## src/rtl/seq_detect_prog.sv

```systemverilog
// seq_detect_prog: programmable serial pattern detector with overlap mode and saturating match count
module seq_detect_prog #(
    parameter int                 MAX_LEN     = 8,
    parameter int                 LEN_W       = 4,
    parameter int                 CNT_W       = 8,
    parameter logic [MAX_LEN-1:0] DEF_PATTERN = 'b1011,
    parameter logic [LEN_W-1:0]   DEF_LEN     = 4,
    parameter logic               DEF_OVERLAP = 1'b1
) (
    input  logic               clk,
    input  logic               reset,
    input  logic               inp_bit,
    input  logic               inp_valid,
    input  logic               cfg_load,
    input  logic [MAX_LEN-1:0] cfg_pattern,
    input  logic [LEN_W-1:0]   cfg_len,
    input  logic               cfg_overlap,
    output logic               seq_seen,
    output logic [CNT_W-1:0]   match_count,
    output logic               cfg_err
);
    logic [MAX_LEN-1:0] pat_q, hist, hist_next, mask;
    logic [LEN_W-1:0]   len_q, fill, fill_next;
    logic               ovl_q, match;

    // post-shift history, length mask and match decision for the bit being sampled
    always_comb begin
        mask = '0;
        for (int i = 0; i < MAX_LEN; i++) mask[i] = i < int'(len_q);
        cfg_err   = (len_q < LEN_W'(2)) || (int'(len_q) > MAX_LEN);
        hist_next = {hist[MAX_LEN-2:0], inp_bit};
        fill_next = (int'(fill) == MAX_LEN) ? fill : fill + 1'b1;
        match     = inp_valid && !cfg_load && !cfg_err && fill_next >= len_q
                    && ((hist_next ^ pat_q) & mask) == '0;
    end

    // config latch, history/fill tracking and registered match outputs
    always_ff @(posedge clk) begin
        if (reset) begin
            pat_q       <= DEF_PATTERN;
            len_q       <= DEF_LEN;
            ovl_q       <= DEF_OVERLAP;
            hist        <= '0;
            fill        <= '0;
            seq_seen    <= 1'b0;
            match_count <= '0;
        end else if (cfg_load) begin
            pat_q       <= cfg_pattern;
            len_q       <= cfg_len;
            ovl_q       <= cfg_overlap;
            hist        <= '0;
            fill        <= '0;
            seq_seen    <= 1'b0;
            match_count <= '0;
        end else if (inp_valid) begin
            hist        <= hist_next;
            fill        <= (match && !ovl_q) ? '0 : fill_next;
            seq_seen    <= match;
            match_count <= (match && !(&match_count)) ? match_count + 1'b1 : match_count;
        end else begin
            seq_seen    <= 1'b0;
        end
    end
endmodule
```

## config.mk

```make
export PLATFORM = sky130hd
export DESIGN_NAME = seq_detect_prog
export DESIGN_NICKNAME = d
export VERILOG_FILES = /design/src/rtl/seq_detect_prog.sv
export SDC_FILE = /design/constraint.sdc
export NUM_CORES = 1
export LEC_CHECK = 0
export ABC_AREA = 1
export BUFFER_PORTS_ARGS = -buffer_cell sky130_fd_sc_hd__buf_2
export CAP_MARGIN = 10
export CORE_ASPECT_RATIO = 1.4
export CORE_UTILIZATION = 33
export CTS_CLUSTER_SIZE = 24
export DETAILED_ROUTE_END_ITERATION = 6
export GPL_TIMING_DRIVEN = 0
export PLACE_DENSITY = 0.56
export RECOVER_POWER = 50
export SYNTH_ARGS = -nofsm -noshare
export SYNTH_HDL_FRONTEND = slang
export SYNTH_SLANG_ARGS = --single-unit
```

## constraint.sdc

```tcl
create_clock -name clk -period 3.4 [get_ports clk]
set_input_delay 0.68 -clock clk [delete_from_list [all_inputs] [get_ports clk]]
set_output_delay 0.68 -clock clk [all_outputs]
set_load 0.01 [all_outputs]
```

==> summary.txt <==
Setup path
  • Worst Path Max Fanout: 7
  • Kind of critical path: flip-flop to flip-flop
  • Setup crit end kind: flip-flop
  • Worst Setup Start Kind: flip-flop
  • Critical path data required time: 3.60 ns
  • Critical Path AT: 2.38 ns

Die
  • Row count: 31
  • Ports: 28
  • CORE AREA: 5200 sq um
  • Initial Utilization: 0.342
  • Die height: 88.9 microns
  • Die area: 5690 sq um
  • Die X: 64.1 microns

Synthesis
  • Syn_area_per_cell: 6.95 sq um
  • Syn nets: 281
  • FF+latch count, synth: 33
  • Synthesized instance count: 256
  • Dominant synthesized flop cell: dfxtp_1
  • EDFF count, synth: 0
  • Yosys cell types: 23
  • Synth async-reset ratio: 0
  • Synth Cell Area: 1780 sq um
  • Sequential element share of the synthesized area: 0.371
  • Yosys Warn Count: 0

Timing
  • Period utilisation layout: 0.639
  • Fin Clk Skew: 0.00465 ns
  • Fin crit period: 2.17 ns
  • Slew Limit Fails: 0
  • RSZ-0062 raised after global routing: no
  • Actual slew at the worst max-slew pin: 0.523 ns
  • Slew HR: 0.652
  • Total negative slack: 0 ns
  • Final hold violations: 0
  • Achievable frequency: 460 MHz
  • Setup violators final: 0

Layout
  • Fin util: 0.402
  • Commonest non-fill, non-tap cells in the layout: 65 x nand2_1, 33 x inv_1, 33 x dfxtp_1, 31 x a21oi_1
  • Synthesis-to-finish area growth: 17.3%
  • Share of layout cells above drive strength 1: 0.159
  • Final net count: 314
  • Area taken by multi-input logic gates: 965 sq um
  • Commonest non-fill, non-tap cell in the layout: nand2_1
  • Fillers: 590
  • Non-filler cells, final: 356
  • Antenna Cells: 0
  • Sequential Area: 661 sq um

CTS
  • Root buf cell: clkbuf_8
  • CTS tree: done
  • CTS sink cnt: 33
  • Clock Path Buffers: 2
  • Clock latency at the later pin of the worst-skew pair: 0.28 ns
  • H-tree levels: 2
  • Cts hold-fix bufs: 0
  • CTS Buf Count: 5
  • Worst-path clk slew: 0.07 ns
  • Post-CTS Setup Inserts: 0
  • Post-CTS Resized: 0

Detailed routing
  • Total detailed-routing wirelength: 3850 microns
  • 1st-iter DRT viols: 44
  • Post-DR wirelength/cell: 10.8 microns
  • DR vias: 1623
  • Vias per cell: 4.56
  • 1st-pass router iterations: 4
  • Final ANT Viol Nets: 0
  • DR DRC count: 0

Global routing
  • Global-route wire length before repair: 6910 microns
  • Grt total ovfl: 0
  • Gr usage total: 0.159
  • Pin count of the biggest net entering global routing: 11
  • Antenna violations before repair: 0
  • Vias in the first global route: 1561

Power and ir drop
  • Cell-internal power: 621 uW
  • Combinational Power Share: 0.123
  • Peak supply drop: 0.000204 V
  • Switching Fraction: 0.258
  • PwrDens: 401 nW/um^2
  • P_leak: 0.000995 uW
  • Sequential Power Share: 0.492
  • NetSw: 216 uW
  • Clk pwr share: 0.385

Placed design
  • Buffers on Ports: 26
  • Placed Cells: 348
  • Dpl hpwl: 2970 microns
  • Final weighted congestion in routability-driven placement: 0.774

Worst hold path
  • Min-delay worst type: flip-flop to flip-flop

Run status
  • Outcome: finished clean

Flow run
  • Max-cap viol count: 0
[critical path, stage by stage (launching register included)]
cell and delay [ns]:
dfxtp_1 0.43, inv_1 0.07, ha_1 0.19, nand2_1 0.08, nor2_1 0.05, xor2_1 0.18, ha_1 0.26, nand2_1 0.06
nor2_1 0.03, nand3b_1 0.16, nand2_2 0.14, inv_1 0.09, nand3_2 0.14, nand2_1 0.08, a21oi_1 0.14
[cell type report]
cell class,instances,area share
inverter,35,0.0629
clock inverter,1,0.00240
buffer,5,0.0108
multi-input combinational,183,0.462
clock buffer,7,0.0462
timing repair buffer,26,0.0594
tap,66,0.0396
sequential,33,0.317
[path summary, 6_finish.rpt]
kind            start             end  slack, ns  cells after the start
max reg2reg   fill[0]  match_count[5]       1.23                     14
max           fill[0]  match_count[5]       1.23                     14
min reg2reg  pat_q[6]        pat_q[6]       0.47                      2
min          pat_q[6]        pat_q[6]       0.47                      2
[cells in the mapped netlist, types with 2 or more instances]
master	instances	area, sq um
nor2_4	2	22.5
nand3_1	19	95.1
nand2_1	65	244
nand2_2	4	25.0
xor2_1	5	43.8
clkbuf_1	4	15.0
a21oi_1	31	155
inv_1	33	124
xnor2_1	3	26.3
dfxtp_1	33	661
inv_2	2	7.51
nor2_2	2	12.5
nand3_2	3	30.0
ha_1	7	87.6
nor2_1	15	56.3
o21ai_0	21	105
[per-stage QoR]
stage	hold slack (ns)	area (sq um)	setup slack, ns	power [uW]
after floorplan	0.448	1780	1.48	494
after global placement	0.461	1990	1.27	524
after detailed placement	0.464	1990	1.22	526
after CTS	0.475	2090	1.21	850
after global routing	0.505	2090	0.939	889
final	0.472	2090	1.23	838
[cells by family (layout without fill, tap and decap cells)]
logic type,count (synthesis),after routing,share of synthesized area
xor+xnor,8,8,0.0394
simple gates,114,114,0.298
compound gates,54,54,0.155
flops,33,33,0.371
buf+inv,40,74,0.0865
fa+ha+maj,7,7,0.0492
[layer usage]
| metal | global-route usage | up-vias | wire, microns | part of all wire |
|---|---|---|---|---|
| li1 | - | 883 | - | - |
| met1 | 0.184 | 708 | 1780 | 0.46 |
| met2 | 0.280 | 27 | 1860 | 0.48 |
| met3 | 0.0399 | 5 | 161 | 0.042 |
| met4 | 0.0640 | 0 | 53 | 0.014 |
| met5 | 0 | - | 0 | 0 |
[power groups by stage]
stage,clock network [uW],registers [uW],logic (uW)
4_1_cts,333,412,105
3_3_place_gp,0,420,104
2_1_floorplan,0,418,75.7
3_5_place_dp,0,421,105
5_1_grt,354,413,121
6_report,322,412,103
[flip-flops by register name, indices dropped and copies added, names as in the netlist]
| register | cells |
|---|---|
| fill | 4 |
| hist | 7 |
| len_q | 4 |
| match_count | 8 |
| ovl_q | 1 |
| pat_q | 8 |
| seq_seen | 1 |
No activity file was read; power rests on OpenSTA's default activity.
